`src/rtl/draw_crosshair_multi_pkg.sv`:
```
// -----------------------------------------------------------------------------
// draw_crosshair_multi_pkg
// Shared constants and types for the multi-player crosshair overlay stage.
//   CROSSHAIR_DEFAULT_COLOUR : colour used for a crosshair when none is supplied
//   CROSSHAIR_FLASH_COLOUR   : colour shown while a channel's shot flash runs
//   flash_state_t            : per-channel shot flash state (IDLE/ARMED/FLASH)
//   coord_dist()             : |a - b| of two 12-bit screen coordinates
// -----------------------------------------------------------------------------
package draw_crosshair_multi_pkg;

   localparam int unsigned COORD_W = 12;
   localparam int unsigned RGB_W   = 12;
   localparam int unsigned CNT_W   = 8;

   localparam logic [RGB_W-1:0] CROSSHAIR_DEFAULT_COLOUR = 12'hf_0_0;
   localparam logic [RGB_W-1:0] CROSSHAIR_FLASH_COLOUR   = 12'hf_f_f;

   typedef enum logic [1:0] {
      IDLE  = 2'd0,
      ARMED = 2'd1,
      FLASH = 2'd2
   } flash_state_t;

   // Distance between two coordinates in 13-bit signed arithmetic, so a
   // crosshair near x = 0 never "wraps" onto pixels near hcount = 4095.
   function automatic logic [COORD_W-1:0] coord_dist(
      input logic [COORD_W-1:0] a,
      input logic [COORD_W-1:0] b
   );
      logic signed [COORD_W:0] d;
      logic signed [COORD_W:0] n;
      d = $signed({1'b0, a}) - $signed({1'b0, b});
      n = -d;
      if (d[COORD_W]) begin
         coord_dist = n[COORD_W-1:0];
      end else begin
         coord_dist = d[COORD_W-1:0];
      end
   endfunction

endpackage

```
`src/rtl/draw_crosshair_multi_if.sv`:
```
// -----------------------------------------------------------------------------
// draw_crosshair_multi_if
// VGA timing + pixel bus passed between draw stages.
//   vcount/hcount : current pixel coordinates
//   vsync/hsync   : sync pulses
//   vblnk/hblnk   : blanking flags
//   rgb           : 12-bit pixel colour
// Modports:
//   in  : consumer side (stage reading the bus)
//   out : producer side (stage driving the bus)
// -----------------------------------------------------------------------------
interface draw_crosshair_multi_if;

   logic [11:0] vcount;
   logic        vsync;
   logic        vblnk;
   logic [11:0] hcount;
   logic        hsync;
   logic        hblnk;
   logic [11:0] rgb;

   modport in (
      input vcount, vsync, vblnk, hcount, hsync, hblnk, rgb
   );

   modport out (
      output vcount, vsync, vblnk, hcount, hsync, hblnk, rgb
   );

endinterface

```
`src/rtl/draw_crosshair_multi_channel.sv`:
```
// -----------------------------------------------------------------------------
// draw_crosshair_multi_channel
// One crosshair channel: frame latch of position/enable, shot flash FSM and
// the combinational hit test against the current pixel.
// Ports:
//   clk, rst          : pixel clock, async active-high reset
//   i_fs              : single-cycle frame start
//   i_xpos, i_ypos    : live crosshair centre (latched on i_fs)
//   i_enable          : live draw enable (latched on i_fs)
//   i_trig            : single-cycle shot pulse
//   i_hcount,i_vcount : pixel under test
//   o_hit             : pixel lies on an enabled crosshair of this channel
//   o_flash           : channel is showing its flash colour this frame
// -----------------------------------------------------------------------------
module draw_crosshair_multi_channel
   import draw_crosshair_multi_pkg::*;
#(
   parameter int ARM_LEN      = 20,
   parameter int THICK        = 1,
   parameter int FLASH_FRAMES = 8
) (
   input  logic               clk,
   input  logic               rst,
   input  logic               i_fs,
   input  logic [COORD_W-1:0] i_xpos,
   input  logic [COORD_W-1:0] i_ypos,
   input  logic               i_enable,
   input  logic               i_trig,
   input  logic [COORD_W-1:0] i_hcount,
   input  logic [COORD_W-1:0] i_vcount,
   output logic               o_hit,
   output logic               o_flash
);

   localparam int               HALF_W   = (THICK - 1) / 2;
   localparam logic [COORD_W-1:0] ARM_LIM  = COORD_W'(ARM_LEN);
   localparam logic [COORD_W-1:0] HALF_LIM = COORD_W'(HALF_W);
   localparam logic [CNT_W-1:0]   CNT_LOAD = CNT_W'(FLASH_FRAMES);

   logic [COORD_W-1:0] r_xpos;
   logic [COORD_W-1:0] r_ypos;
   logic               r_enable;
   flash_state_t       r_state;
   logic [CNT_W-1:0]   r_cnt;
   logic               r_pending;

   logic [COORD_W-1:0] w_dx;
   logic [COORD_W-1:0] w_dy;
   logic               w_harm;
   logic               w_varm;

   // Frame latch: drawing only ever sees positions captured at frame start.
   always_ff @(posedge clk or posedge rst) begin
      if (rst) begin
         r_xpos   <= 12'd0;
         r_ypos   <= 12'd0;
         r_enable <= 1'b0;
      end else if (i_fs) begin
         r_xpos   <= i_xpos;
         r_ypos   <= i_ypos;
         r_enable <= i_enable;
      end
   end

   // Shot flash FSM. A trig arriving on an fs cycle belongs to the frame that
   // fs opens, so it is held as pending and restarts the flash one fs later.
   always_ff @(posedge clk or posedge rst) begin
      if (rst) begin
         r_state   <= IDLE;
         r_cnt     <= 8'd0;
         r_pending <= 1'b0;
      end else begin
         case (r_state)
            IDLE: begin
               r_pending <= 1'b0;
               if (i_trig) begin
                  r_state <= ARMED;
               end
            end
            ARMED: begin
               if (i_fs) begin
                  r_state   <= FLASH;
                  r_cnt     <= CNT_LOAD;
                  r_pending <= i_trig;
               end
            end
            FLASH: begin
               if (i_fs) begin
                  r_pending <= i_trig;
                  if (r_pending) begin
                     r_cnt <= CNT_LOAD;
                  end else if (r_cnt == 8'd1) begin
                     r_cnt     <= 8'd0;
                     r_pending <= 1'b0;
                     // A trig on the final fs re-arms instead of being dropped.
                     r_state   <= i_trig ? ARMED : IDLE;
                  end else begin
                     r_cnt <= r_cnt - 8'd1;
                  end
               end else if (i_trig) begin
                  r_pending <= 1'b1;
               end
            end
            default: begin
               r_state   <= IDLE;
               r_cnt     <= 8'd0;
               r_pending <= 1'b0;
            end
         endcase
      end
   end

   // Hit test: plus-shaped region made of two thick arms around the centre.
   always_comb begin
      w_dx   = coord_dist(i_hcount, r_xpos);
      w_dy   = coord_dist(i_vcount, r_ypos);
      w_harm = (w_dx <= ARM_LIM) && (w_dy <= HALF_LIM);
      w_varm = (w_dy <= ARM_LIM) && (w_dx <= HALF_LIM);
   end

   assign o_hit   = r_enable & (w_harm | w_varm);
   assign o_flash = (r_state == FLASH);

endmodule

```
`src/rtl/draw_crosshair_multi.sv`:
```
// -----------------------------------------------------------------------------
// draw_crosshair_multi
// Overlays up to N_CH crosshairs onto the VGA stream with one clock latency.
// Ports:
//   clk, rst : pixel clock, async active-high reset
//   xpos     : N_CH x 12 crosshair centre x
//   ypos     : N_CH x 12 crosshair centre y
//   enable   : N_CH draw enables
//   colour   : N_CH x 12 normal crosshair colours
//   trig     : N_CH single-cycle shot pulses
//   in       : incoming VGA bus
//   out      : VGA bus delayed by one register stage, rgb overlaid
// -----------------------------------------------------------------------------
module draw_crosshair_multi
   import draw_crosshair_multi_pkg::*;
#(
   parameter int N_CH         = 2,
   parameter int ARM_LEN      = 20,
   parameter int THICK        = 1,
   parameter int FLASH_FRAMES = 8
) (
   input  logic                          clk,
   input  logic                          rst,
   input  logic [N_CH-1:0][COORD_W-1:0]  xpos,
   input  logic [N_CH-1:0][COORD_W-1:0]  ypos,
   input  logic [N_CH-1:0]               enable,
   input  logic [N_CH-1:0][RGB_W-1:0]    colour,
   input  logic [N_CH-1:0]               trig,
   draw_crosshair_multi_if.in            in,
   draw_crosshair_multi_if.out           out
);

   logic               r_vsync_q;
   logic               w_fs;
   logic [N_CH-1:0]    w_hit;
   logic [N_CH-1:0]    w_flash;
   logic               w_active;
   logic               w_found;
   logic [RGB_W-1:0]   w_pix;

   // Registered vsync copy used to find the rising edge (frame start).
   always_ff @(posedge clk or posedge rst) begin
      if (rst) begin
         r_vsync_q <= 1'b0;
      end else begin
         r_vsync_q <= in.vsync;
      end
   end

   assign w_fs = in.vsync & ~r_vsync_q;

   for (genvar g = 0; g < N_CH; g++) begin : g_ch
      draw_crosshair_multi_channel #(
         .ARM_LEN      (ARM_LEN),
         .THICK        (THICK),
         .FLASH_FRAMES (FLASH_FRAMES)
      ) u_ch (
         .clk      (clk),
         .rst      (rst),
         .i_fs     (w_fs),
         .i_xpos   (xpos[g]),
         .i_ypos   (ypos[g]),
         .i_enable (enable[g]),
         .i_trig   (trig[g]),
         .i_hcount (in.hcount),
         .i_vcount (in.vcount),
         .o_hit    (w_hit[g]),
         .o_flash  (w_flash[g])
      );
   end

   // Priority mux: lowest-index hitting channel wins; blanking passes rgb.
   always_comb begin
      w_active = ~(in.hblnk | in.vblnk);
      w_found  = 1'b0;
      w_pix    = in.rgb;
      for (int i = 0; i < N_CH; i++) begin
         if (w_active && !w_found && w_hit[i]) begin
            w_found = 1'b1;
            if (w_flash[i]) begin
               w_pix = CROSSHAIR_FLASH_COLOUR;
            end else begin
               w_pix = colour[i];
            end
         end else begin
            w_found = w_found;
         end
      end
   end

   // Output register: every bus field is delayed by exactly one clock.
   always_ff @(posedge clk or posedge rst) begin
      if (rst) begin
         out.vcount <= 12'd0;
         out.vsync  <= 1'b0;
         out.vblnk  <= 1'b0;
         out.hcount <= 12'd0;
         out.hsync  <= 1'b0;
         out.hblnk  <= 1'b0;
         out.rgb    <= 12'd0;
      end else begin
         out.vcount <= in.vcount;
         out.vsync  <= in.vsync;
         out.vblnk  <= in.vblnk;
         out.hcount <= in.hcount;
         out.hsync  <= in.hsync;
         out.hblnk  <= in.hblnk;
         out.rgb    <= w_pix;
      end
   end

endmodule

```
`src/flat_wrapper.sv`:
```
// flat-port wrapper written by rule: the top's interface ports become plain ports
module draw_crosshair_multi_flat import draw_crosshair_multi_pkg::*;
#(
   parameter int N_CH         = 2,
   parameter int ARM_LEN      = 20,
   parameter int THICK        = 1,
   parameter int FLASH_FRAMES = 8
)
  (clk, rst, xpos, ypos, enable, colour, trig, in_vcount, in_vsync, in_vblnk, in_hcount, in_hsync, in_hblnk, in_rgb, out_vcount, out_vsync, out_vblnk, out_hcount, out_hsync, out_hblnk, out_rgb);
  draw_crosshair_multi_if in_i ();
  draw_crosshair_multi_if out_i ();
  input  logic clk;
  input  logic rst;
  input  logic [N_CH-1:0][COORD_W-1:0] xpos;
  input  logic [N_CH-1:0][COORD_W-1:0] ypos;
  input  logic [N_CH-1:0] enable;
  input  logic [N_CH-1:0][RGB_W-1:0] colour;
  input  logic [N_CH-1:0] trig;
  input wire logic [$bits(in_i.vcount)-1:0] in_vcount;
  input wire logic [$bits(in_i.vsync)-1:0] in_vsync;
  input wire logic [$bits(in_i.vblnk)-1:0] in_vblnk;
  input wire logic [$bits(in_i.hcount)-1:0] in_hcount;
  input wire logic [$bits(in_i.hsync)-1:0] in_hsync;
  input wire logic [$bits(in_i.hblnk)-1:0] in_hblnk;
  input wire logic [$bits(in_i.rgb)-1:0] in_rgb;
  output wire logic [$bits(out_i.vcount)-1:0] out_vcount;
  output wire logic [$bits(out_i.vsync)-1:0] out_vsync;
  output wire logic [$bits(out_i.vblnk)-1:0] out_vblnk;
  output wire logic [$bits(out_i.hcount)-1:0] out_hcount;
  output wire logic [$bits(out_i.hsync)-1:0] out_hsync;
  output wire logic [$bits(out_i.hblnk)-1:0] out_hblnk;
  output wire logic [$bits(out_i.rgb)-1:0] out_rgb;
  assign in_i.vcount = in_vcount;
  assign in_i.vsync = in_vsync;
  assign in_i.vblnk = in_vblnk;
  assign in_i.hcount = in_hcount;
  assign in_i.hsync = in_hsync;
  assign in_i.hblnk = in_hblnk;
  assign in_i.rgb = in_rgb;
  assign out_vcount = out_i.vcount;
  assign out_vsync = out_i.vsync;
  assign out_vblnk = out_i.vblnk;
  assign out_hcount = out_i.hcount;
  assign out_hsync = out_i.hsync;
  assign out_hblnk = out_i.hblnk;
  assign out_rgb = out_i.rgb;
  draw_crosshair_multi #(.N_CH(N_CH), .ARM_LEN(ARM_LEN), .THICK(THICK), .FLASH_FRAMES(FLASH_FRAMES)) u_core (.clk(clk), .rst(rst), .xpos(xpos), .ypos(ypos), .enable(enable), .colour(colour), .trig(trig), .in(in_i), .out(out_i));
endmodule
```
`config.mk`:
```
export PLATFORM = sky130hd
export DESIGN_NAME = draw_crosshair_multi_flat
export DESIGN_NICKNAME = d
export VERILOG_FILES = /design/src/rtl/draw_crosshair_multi_pkg.sv /design/src/rtl/draw_crosshair_multi_if.sv /design/src/rtl/draw_crosshair_multi_channel.sv /design/src/rtl/draw_crosshair_multi.sv /design/src/flat_wrapper.sv
export SDC_FILE = /design/constraint.sdc
export NUM_CORES = 1
export LEC_CHECK = 0
export CORE_AREA = 2 2 173 107
export DETAILED_ROUTE_END_ITERATION = 10
export DIE_AREA = 0 0 175 109
export PLACE_DENSITY = 0.85
export SLEW_MARGIN = 15
export SYNTH_ARGS = -nofsm -noshare
export SYNTH_HDL_FRONTEND = slang
export SYNTH_HIERARCHICAL = 1
export SYNTH_SLANG_ARGS = --single-unit
```
`constraint.sdc`:
```
create_clock -name clk -period 3.4 [get_ports clk]
set_input_delay 0.68 -clock clk [delete_from_list [all_inputs] [get_ports clk]]
set_output_delay 0.68 -clock clk [all_outputs]
set_load 0.02 [all_outputs]
```
==> metrics, run 1 <==
largest net degree at the start of global routing=68; TritonCTS clock tree=yes; final setup skew=15.7 ps; Starting DRT DRC Count=830; number of max-cap violations=0; area grow syn2layout=52.8%; worst r2r src=u_core/g_ch[0].u_ch/r_ypos[0]; final hold violation count=0; CP startpoint kind=primary input; Synth top area share=36.0%; Worst Path Required=3670 ps; WHS=493 ps; PD cells=527 nW/um^2; post-route ant nets=0; Final Cycle Share=120%; H-tree levels=3; DR vias=8556; Initial Utilization=44.2%; number of remaining DRC errors=0; RSZ-0062 raised after global routing=true; initial antenna violation count=0; via/cell ratio=5.78; crit path cell chain=buf_6 -> buf_8 -> inv_12 -> ha_4 -> inv_2 -> fa_2 -> buf_6 -> xor2_2 -> nor2_1 -> nand2_1 -> or3b_4 -> nor4_4 -> nand2b_1 -> o21bai_1 -> xor3_1 -> nor4_4 -> buf_6 -> or3b_1 -> buf_6 -> nand2_2 -> a2bb2oi_2; largest cells by area after synthesis=dfrtp_1 36%, ha_1 9.6%, o21ai_0 5.9%; # IOs=158; aggregate global routing overflow=0; setup TNS=-7980 ps; Worst Tran Pin Value=905 ps; status=finished, violations left; post-route setup slack=-689 ps; Diodes inserted=0; most common cell after layout, fill and taps aside=buf_4; Routability Congestion=0.903; Post-Syn Area=7790 sq um; chip height=109 um; most frequent cells in the layout=191 x buf_4, 147 x clkdlybuf4s50_1, 112 x dfrtp_1; layout cell share with drive strength beyond 1=26.9%; failing checks=setup timing; CP Class=in -> reg; global-route wire length before repair=40.8 mm; Seq. cell area=2800 sq um; number of core rows=38; fmax=245 MHz; Worst-path clk slew=90 ps; critical path capture point type=flip-flop; Arr. time, crit path=4360 ps; syn nets=1070; CP max stage cell=fa_2; PortBufs=157; clock sink count=112; total power=6.27 mW; Final nets=1417; slew margin rel.=39.6%; Clock Latency Late Sink=370 ps; fill count=1224; maximum root-to-sink buffer count=2; HP Class=reg -> reg; Post-synth EDFFs=0; WL per Instance=18.4 um; Cells after Synth=888; CTS Hold Buffers Added=0; leakage power=5.36 nW; WL final=27.2 mm; HPWL reported at the end of detailed placement=18.8 mm; total CTS buffers=9; Crit path largest cell delay=420 ps; Most used DFF post-synth=dfrtp_1; GRT Util Overall=27.0%; Die W=175 um; crit path max fanout=8; # setup viols final=12; Max VDD drop=0.000282 V; Critical Path Start=in_vcount[0]; Seq/Total Area, Yosys=36.0%; Distinct cells, synth=91; footprint of the multi-input gates=5030 sq um; CTS Root Cell=clkbuf_16; ys async rst share=100%; min-delay src=u_core/g_ch[0].u_ch/r_cnt[7]; Core ar.=17600 sq um; Avg Cell Area, Syn=8.78 sq um; drt first pass iters=8; die area=19100 sq um; Final min period=4090 ps; number of global-route vias before repair=8210; Ys Warns=6; most used cell, CP=buf_6; number of synthesized register bits=112; Slew Limit Fails=0; Yosys top cell by area=dfrtp_1
-- critical path: cells and delay by family --
kind | cells | cell delay (ps)
compound gates | 2 | 200
fa+ha+maj | 2 | 540
simple gates | 8 | 1700
buf+inv | 7 | 790
xor+xnor | 2 | 450
-- final timing paths --
| path | end | slack, ps | cells after the start |
|---|---|---|---|
| hold / removal | u_core/g_ch[0].u_ch/r_cnt[7] | 490 | 1 |
| hold reg to reg | u_core/g_ch[0].u_ch/r_cnt[7] | 490 | 1 |
| max in group asynchronous | u_core/out.hcount[3] | 1920 | 2 |
| setup reg to reg | u_core/out.rgb[10] | -550 | 18 |
| setup / recovery | u_core/out.rgb[10] | -690 | 21 |
| min in group asynchronous | u_core/g_ch[1].u_ch/r_ypos[5] | 850 | 3 |
-- power by group --
| group | switching, mW | internal [mW] | leakage, nW |
|---|---|---|---|
| sequential | 0.149 | 1.53 | 1.37 |
| combinational | 1.84 | 1.61 | 3.83 |
| clock | 0.605 | 0.538 | 0.155 |
-- repair_timing --
action                     CTS  global route
setup endpoints to repair   12            12
hold endpoints to repair     0             0
resized for setup           60            32
pin swaps                   30            10
setup buffers                6             4
cloned                       0             1
-- per-stage QoR --
step,area [sq um],cells,utilization [%],worst slack [ps]
2_1_floorplan,7890,888,-,-426
3_3_place_gp,11100,1453,62.8,-1200
3_5_place_dp,11100,1453,62.8,-1360
4_1_cts,11700,1475,66.3,-643
5_1_grt,11900,1480,67.5,-793
6_report,11900,1480,67.5,-689
-- layer usage --
metal	global-route usage, %	part of all wire (%)	up-vias
met2	44.6	45	527
met5	0	0	-
met1	35.5	41	4009
met4	11.1	5.4	0
met3	4.92	8.3	158
li1	-	-	3862
-- cell usage after synthesis, drive strengths merged (15+ instances only) --
cell	n
a21oi	61
dfrtp	112
clkbuf	15
nor2	60
nand2	106
or3	16
nand3	15
inv	83
xnor2	32
ha	60
o21ai	97
-- logic make-up after synthesis --
family                     after synthesis  share of synthesized area [%]
muxes                                   10                           1.38
xor gates and xnor gates                46                           5.73
buffers and inverters                  106                           5.28
DFF                                    112                           36.0
and+or+nand+nor                        268                           16.8
AOI/OAI and AO/OA                      282                           24.2
adders and majority gates               64                           10.7
-- area by class of cell --
class / instances / area share (%)
inverter: 83 / 2.72
clock inverter: 7 / 0.809
timing repair buffer: 359 / 26.3
multi-input combinational: 670 / 42.2
sequential: 112 / 23.5
tap: 240 / 2.52
clock buffer: 9 / 1.89
-- flip-flops by register name, indices dropped and copies added (netlist names) --
| name | count |
|---|---|
| u_core/g_ch.u_ch/r_xpos | 24 |
| u_core/g_ch.u_ch/r_ypos | 24 |
| u_core/g_ch.u_ch/r_cnt | 16 |
| u_core/out.hcount | 12 |
| u_core/out.rgb | 12 |
| u_core/out.vcount | 12 |
| u_core/g_ch.u_ch/r_state | 4 |
| u_core/g_ch.u_ch/r_enable | 2 |
| u_core/g_ch.u_ch/r_pending | 2 |
| u_core/out.hblnk | 1 |
| u_core/out.hsync | 1 |
| u_core/out.vblnk | 1 |
| u_core/out.vsync | 1 |
(Power assumes the default switching activity.)
==> run 2, diff against run 1 <==
--- a/config.mk
+++ b/config.mk
@@ -5,12 +5,11 @@
 export SDC_FILE = /design/constraint.sdc
 export NUM_CORES = 1
 export LEC_CHECK = 0
-export CORE_AREA = 2 2 173 107
+export CORE_AREA = 2 2 181 112
 export DETAILED_ROUTE_END_ITERATION = 10
-export DIE_AREA = 0 0 175 109
-export PLACE_DENSITY = 0.85
+export DIE_AREA = 0 0 183 114
+export PLACE_DENSITY = 0.83
 export SLEW_MARGIN = 15
 export SYNTH_ARGS = -nofsm -noshare
 export SYNTH_HDL_FRONTEND = slang
-export SYNTH_HIERARCHICAL = 1
 export SYNTH_SLANG_ARGS = --single-unit
==> run 2 against run 1 <==
  * The flow still finishes with violations (setup timing)
  * Clock skew down 6.2 ps
  * Non-clock buffer count up 48
  * Synthesized cell count up 14%
  * Area after synthesis up 8.6%
  * Via count up 14%
  * Global-route usage up 0.58 points
  * Sequential share of layout area down 1.9 points
  * Final area up 8.7%
  * Setup slack worse by 72 ps
  * Die area up 9.4%
  * Critical path type is now reg -> reg
  * Critical endpoint is now u_core.out.rgb[10]
==> metrics, run 2 <==
status=finished, violations left; failing checks=setup timing; register-to-register setup slack=-760 ps; largest registers=u_core.g_ch.u_ch.r_xpos x24, u_core.g_ch.u_ch.r_ypos x24, u_core.g_ch.u_ch.r_cnt x16; Clock Latency Late Sink=370 ps; min-delay src=in_vcount[0]; WL per Instance=18.9 um; R2R depth=14; most frequent cells in the layout=243 x buf_4, 141 x clkdlybuf4s50_1, 119 x nand2_1; RSZ-0062 raised after global routing=true; CP max stage cell=or4_4; final setup skew=9.47 ps; # IOs=158; clock sink count=112; leakage power=6.00 nW; post-route ant nets=0; top cells by count, synth=121 x nand2_1, 112 x dfrtp_1, 93 x o21ai_0, 83 x nor2_1, 72 x inv_1; Non-Filler Instances=1657; Die W=183 um; PortBufs=157; Routability Congestion=0.927; fill count=1368; Max VDD drop=0.000303 V; worst r2r src=u_core.g_ch[0].u_ch.r_xpos[0]; Seq/Total Area, Yosys=33.1%; maximum root-to-sink buffer count=2; WHS=435 ps; crit path cell chain=ha_4 -> fa_2 -> nand2b_4 -> a211oi_4 -> buf_4 -> buf_4 -> o2111ai_2 -> a311oi_1 -> o21ai_0 -> a211o_1 -> or4_4 -> o2111ai_4 -> buf_8 -> mux2i_2; Crit path largest cell delay=550 ps; DR vias=9727; TritonCTS clock tree=yes; Worst Path Required=3680 ps; number of remaining DRC errors=0; worst hold path depth=1; fmax=240 MHz; initial antenna violation count=2; area grow syn2layout=52.9%; dpl cells=1627; Final Cycle Share=122%; most used cell, CP=buf_4; Ys Warns=0; drt first pass iters=9; design area=12900 sq um; crit path max fanout=6; critical path capture point type=flip-flop; number of synthesized register bits=112; layout cell share with drive strength beyond 1=26.6%; Area after DPL=12200 sq um; H-tree levels=3; Final nets=1581; via/cell ratio=5.87; number of core rows=40; Slew Limit Fails=0; post-route setup slack=-761 ps; HPWL reported at the end of detailed placement=21.5 mm; Arr. time, crit path=4440 ps; syn nets=1193; slew margin rel.=49.3%; Seq pwr share=24.8%; Worst Tran Pin Value=760 ps; Post-Place Worst Slack=-1490 ps; Final min period=4160 ps; CP startpoint kind=flip-flop; final hold violation count=0; Post-synth EDFFs=0; GRT Util Overall=27.6%; chip height=114 um; CTS Root Cell=clkbuf_16; Yosys top cell by area=dfrtp_1; most common cell after layout, fill and taps aside=buf_4; largest net degree at the start of global routing=113; WL final=31.3 mm; Most used DFF post-synth=dfrtp_1; top-count cell post-synth=nand2_1; aggregate global routing overflow=0; Initial Utilization=43.6%; Sw Pwr=2.84 mW; number of global-route vias before repair=9287; Synth top area share=33.1%; global-route wire length before repair=46.4 mm; number of max-cap violations=0; Core ar.=19400 sq um; Internal Power=3.98 mW; HP Class=in -> reg; sw frac=41.6%; Clock power frac=15.8%; largest cells by area after synthesis=dfrtp_1 33%, ha_1 9.0%, o21ai_0 5.5%; CP Class=reg -> reg; Worst-path clk slew=80 ps; PD cells=527 nW/um^2; die area=20900 sq um; Post-Syn Area=8470 sq um; Starting DRT DRC Count=978; Hold EP=u_core.out.vcount[0]; Avg Cell Area, Syn=8.38 sq um; total CTS buffers=9; setup TNS=-8440 ps; Cells after Synth=1010; Distinct cells, synth=78; # setup viols final=12; reg2reg end=u_core.out.rgb[10]; ys async rst share=100%; Comb pwr share=59.4%
[run 2: worst max path at each step]
stage	startpoint	endpoint	slack, ps	cells after the start
2_1_floorplan	in_hcount[0]	u_core.out.rgb[10]	-730	15
3_3_place_gp	in_hcount[0]	u_core.out.rgb[9]	-1390	17
3_5_place_dp	in_hcount[0]	u_core.out.rgb[10]	-1490	17
4_1_cts	in_vcount[0]	u_core.out.rgb[10]	-780	18
5_1_grt	in_vcount[0]	u_core.out.rgb[10]	-840	18
6_report	u_core.g_ch[0].u_ch.r_xpos[0]	u_core.out.rgb[10]	-760	14
[run 2: cell families (layout without fill, tap and decap cells)]
kind of cell / count (synthesis) / after routing / share of synthesized area (%)
buf+inv: 102 / 495 / 4.68
simple gates: 371 / 371 / 21.5
xor+xnor: 44 / 44 / 4.55
compound gates: 283 / 283 / 22.3
fa+ha+maj: 65 / 65 / 9.96
flops: 112 / 112 / 33.1
other cells: 0 / 2 / 0
mux: 33 / 33 / 3.95
[run 2: final cells by class]
| class | instances | area (sq um) | area share [%] |
|---|---|---|---|
| Timing Repair Buffer | 407 | 3500 | 27.0 |
| Clock buffer | 10 | 239 | 1.85 |
| Multi-Input combinational cell | 796 | 5740 | 44.3 |
| Sequential cell | 112 | 2800 | 21.7 |
| Antenna cell | 2 | 5.00 | 0.0387 |
| Clock inverter | 6 | 50.0 | 0.387 |
| Inverter | 72 | 294 | 2.27 |
| Tap cell | 252 | 315 | 2.44 |
[run 2: through the flow]
step | total power, mW | utilization (%)
floorplan | 3.82 | -
global placement | 5.17 | 62.7
detailed placement | 5.35 | 62.7
CTS | 6.52 | 65.4
global route | 7.24 | 66.7
finish | 6.82 | 66.7
[run 2: power groups by stage]
stage	Combinational (mW)	Sequential, mW	Clock (mW)
floorplan	2.11	1.71	0
global placement	3.47	1.70	0
detailed placement	3.65	1.71	0
CTS	3.75	1.69	1.08
global route	4.37	1.72	1.15
finish	4.05	1.69	1.08
[run 2: layer usage]
metal	wire length, um	vias to the layer above	track usage [%]
li1	-	4400	-
met2	14700	502	46.6
met5	0	-	0
met3	2260	144	4.98
met4	1320	0	8.59
met1	13000	4681	36.3
[run 2: timing repair]
action | 4_1_cts | 5_1_grt
endpoints found under the setup margin | 12 | 12
endpoints found under the hold margin | 0 | 0
pin swaps | 29 | 33
hold buffers | 0 | 0
buffers inserted | 6 | 8
cloned | 1 | 0
resized for setup | 61 | 56
[run 2: worst max-delay path, delay by kind of cell (launching register included)]
kind                       cells  cell delay, ps
adders and majority gates      2             540
DFF                            1             430
AOI/OAI and AO/OA              6            1680
muxes                          1             240
buffers and inverters          3             450
and+or+nand+nor                2             730
==> run 3, diff against run 2 <==
--- a/config.mk
+++ b/config.mk
@@ -5,11 +5,12 @@
 export SDC_FILE = /design/constraint.sdc
 export NUM_CORES = 1
 export LEC_CHECK = 0
-export CORE_AREA = 2 2 181 112
+export CORE_AREA = 2 2 168 104
 export DETAILED_ROUTE_END_ITERATION = 10
-export DIE_AREA = 0 0 183 114
-export PLACE_DENSITY = 0.83
+export DIE_AREA = 0 0 170 106
+export PLACE_DENSITY = 0.89
 export SLEW_MARGIN = 15
 export SYNTH_ARGS = -nofsm -noshare
 export SYNTH_HDL_FRONTEND = slang
+export SYNTH_HIERARCHICAL = 1
 export SYNTH_SLANG_ARGS = --single-unit
==> run 3 against run 2 <==
  * The run still ends with setup timing left
  * Utilization increased by 4.2 points
  * Via count decreased by 11%
  * Total power decreased by 9.3%
  * Final cell count decreased by 12%
  * Die area decreased by 14%
  * Clock power about the same
  * Wire length decreased by 11%
  * Register-to-register slack improved by 210 ps
  * Fmax decreased by 1.0%
  * Final area decreased by 8.8%
  * Largest power group unchanged
==> metrics, run 3 (synthesis results as in run 1) <==
global-route wire length before repair=41.6 mm; Worst Path Required=3650 ps; WL final=28.0 mm; final setup skew=7.01 ps; TritonCTS clock tree=yes; number of remaining DRC errors=0; Final nets=1416; most frequent cells in the layout=193 x buf_4, 145 x clkdlybuf4s50_1, 112 x dfrtp_1; final core utilization=70.8%; H-tree levels=3; via/cell ratio=5.94; WHS=503 ps; post-route setup slack=-805 ps; Routability Congestion=0.942; critical path capture point type=flip-flop; chip height=106 um; PD cells=524 nW/um^2; CP startpoint kind=primary input; Worst-path clk slew=80 ps; Starting DRT DRC Count=901; aggregate global routing overflow=0; failing checks=setup timing; number of max-cap violations=0; crit path max fanout=5; Initial Utilization=46.8%; area grow syn2layout=51.5%; HPWL reported at the end of detailed placement=19.0 mm; HP Class=reg -> reg; clock sink count=112; die area=18000 sq um; maximum root-to-sink buffer count=2; Clock Latency Late Sink=370 ps; layout cell share with drive strength beyond 1=26.3%; post-route ant nets=0; number of global-route vias before repair=8364; Arr. time, crit path=4450 ps; Final Cycle Share=124%; Seq. cell area=2800 sq um; DR vias=8628; largest registers=u_core/g_ch.u_ch/r_xpos x24, u_core/g_ch.u_ch/r_ypos x24, u_core/g_ch.u_ch/r_cnt x16; Max VDD drop=0.000270 V; Core ar.=16700 sq um; RSZ-0062 raised after global routing=true; Die W=170 um; fmax=238 MHz; largest net degree at the start of global routing=71; # IOs=158; final hold violation count=0; total power=6.19 mW; CTS Root Cell=clkbuf_16; slew margin rel.=38.0%; Diodes inserted=0; most common cell after layout, fill and taps aside=buf_4; total CTS buffers=9; Slew Limit Fails=0; initial antenna violation count=0; drt first pass iters=6; Final min period=4210 ps; footprint of the multi-input gates=4970 sq um; Worst Tran Pin Value=930 ps; number of core rows=37; status=finished, violations left; leakage power=5.37 nW; R2R depth=18; worst hold path depth=1; CP Class=in -> reg; PortBufs=157; fill count=1102; GRT Util Overall=29.2%; WL per Instance=19.3 um; # setup viols final=12
[run 3: changes by cell type in the layout (fill, tap and decap cells not counted), sizes merged, moves of 9 or more]
cell	delta
o221ai	+9
mux2i	-26
a21oi	+14
nor3	-9
or2	-11
buf	-54
nor2	-24
nand2	-15
nand4	-10
inv	+15
nand3	-15
[run 3: layer usage]
metal	vias to the layer above	GRT usage [%]	routed length, um
met5	-	0	0
li1	3868	-	-
met2	518	47.8	13000
met1	4091	38.7	11200
met4	0	11.4	1290
met3	151	5.10	2590
[run 3: stage by stage]
stage | std cells | instance area [sq um] | worst slack [ps] | TNS [ps]
floorplan | 888 | 7890 | -426 | -4450
global placement | 1424 | 11000 | -1210 | -14180
detailed placement | 1424 | 11000 | -1420 | -16530
CTS | 1447 | 11500 | -826 | -9530
global route | 1453 | 11800 | -1020 | -11280
finish | 1453 | 11800 | -805 | -8940
[run 3: final cells by class]
| cell class | count | share of cell area (%) |
|---|---|---|
| clock buffer | 9 | 1.91 |
| clock inverter | 7 | 0.572 |
| timing repair buffer | 358 | 26.7 |
| sequential | 112 | 23.7 |
| multi-input combinational | 670 | 42.1 |
| inverter | 83 | 2.74 |
| tap | 214 | 2.27 |
[run 3: path summary, 6_finish.rpt]
check                                                    from  slack [ps]                              to
worst max register to register  u_core/g_ch[0].u_ch/r_ypos[0]        -550              u_core/out.rgb[10]
worst min-delay path             u_core/g_ch[0].u_ch/r_cnt[7]         500    u_core/g_ch[0].u_ch/r_cnt[7]
worst max-delay path                             in_vcount[6]        -810              u_core/out.rgb[10]
max in group asynchronous                                 rst        1900            u_core/out.vcount[0]
min in group asynchronous                                 rst         820  u_core/g_ch[0].u_ch/r_ypos[11]
worst min register to register   u_core/g_ch[0].u_ch/r_cnt[7]         500    u_core/g_ch[0].u_ch/r_cnt[7]
[run 3: worst max-delay path, stage by stage]
cell	delay, ps
clkdlybuf4s50_1	480
ha_1	360
o21a_2	160
buf_4	150
o31ai_1	250
o211ai_1	320
nor4_4	360
nand2b_1	110
o21bai_1	180
xor3_1	270
nor4_2	260
buf_4	180
or3b_4	400
buf_6	150
nand2_2	70
a2bb2oi_2	60
[run 3: report_power, final]
part           total [mW]  switching, mW  internal, mW
Clock                1.08          0.553         0.523
Combinational        3.42           1.86          1.56
Sequential           1.69          0.152          1.53
Total                6.19           2.56          3.62
[run 3: timing repair]
item | 4_1_cts | 5_1_grt
hold buffers | 0 | 0
pin swaps | 10 | 35
resized for setup | 29 | 57
setup endpoints to repair | 12 | 12
gates cloned | 0 | 0
setup buffers | 7 | 6
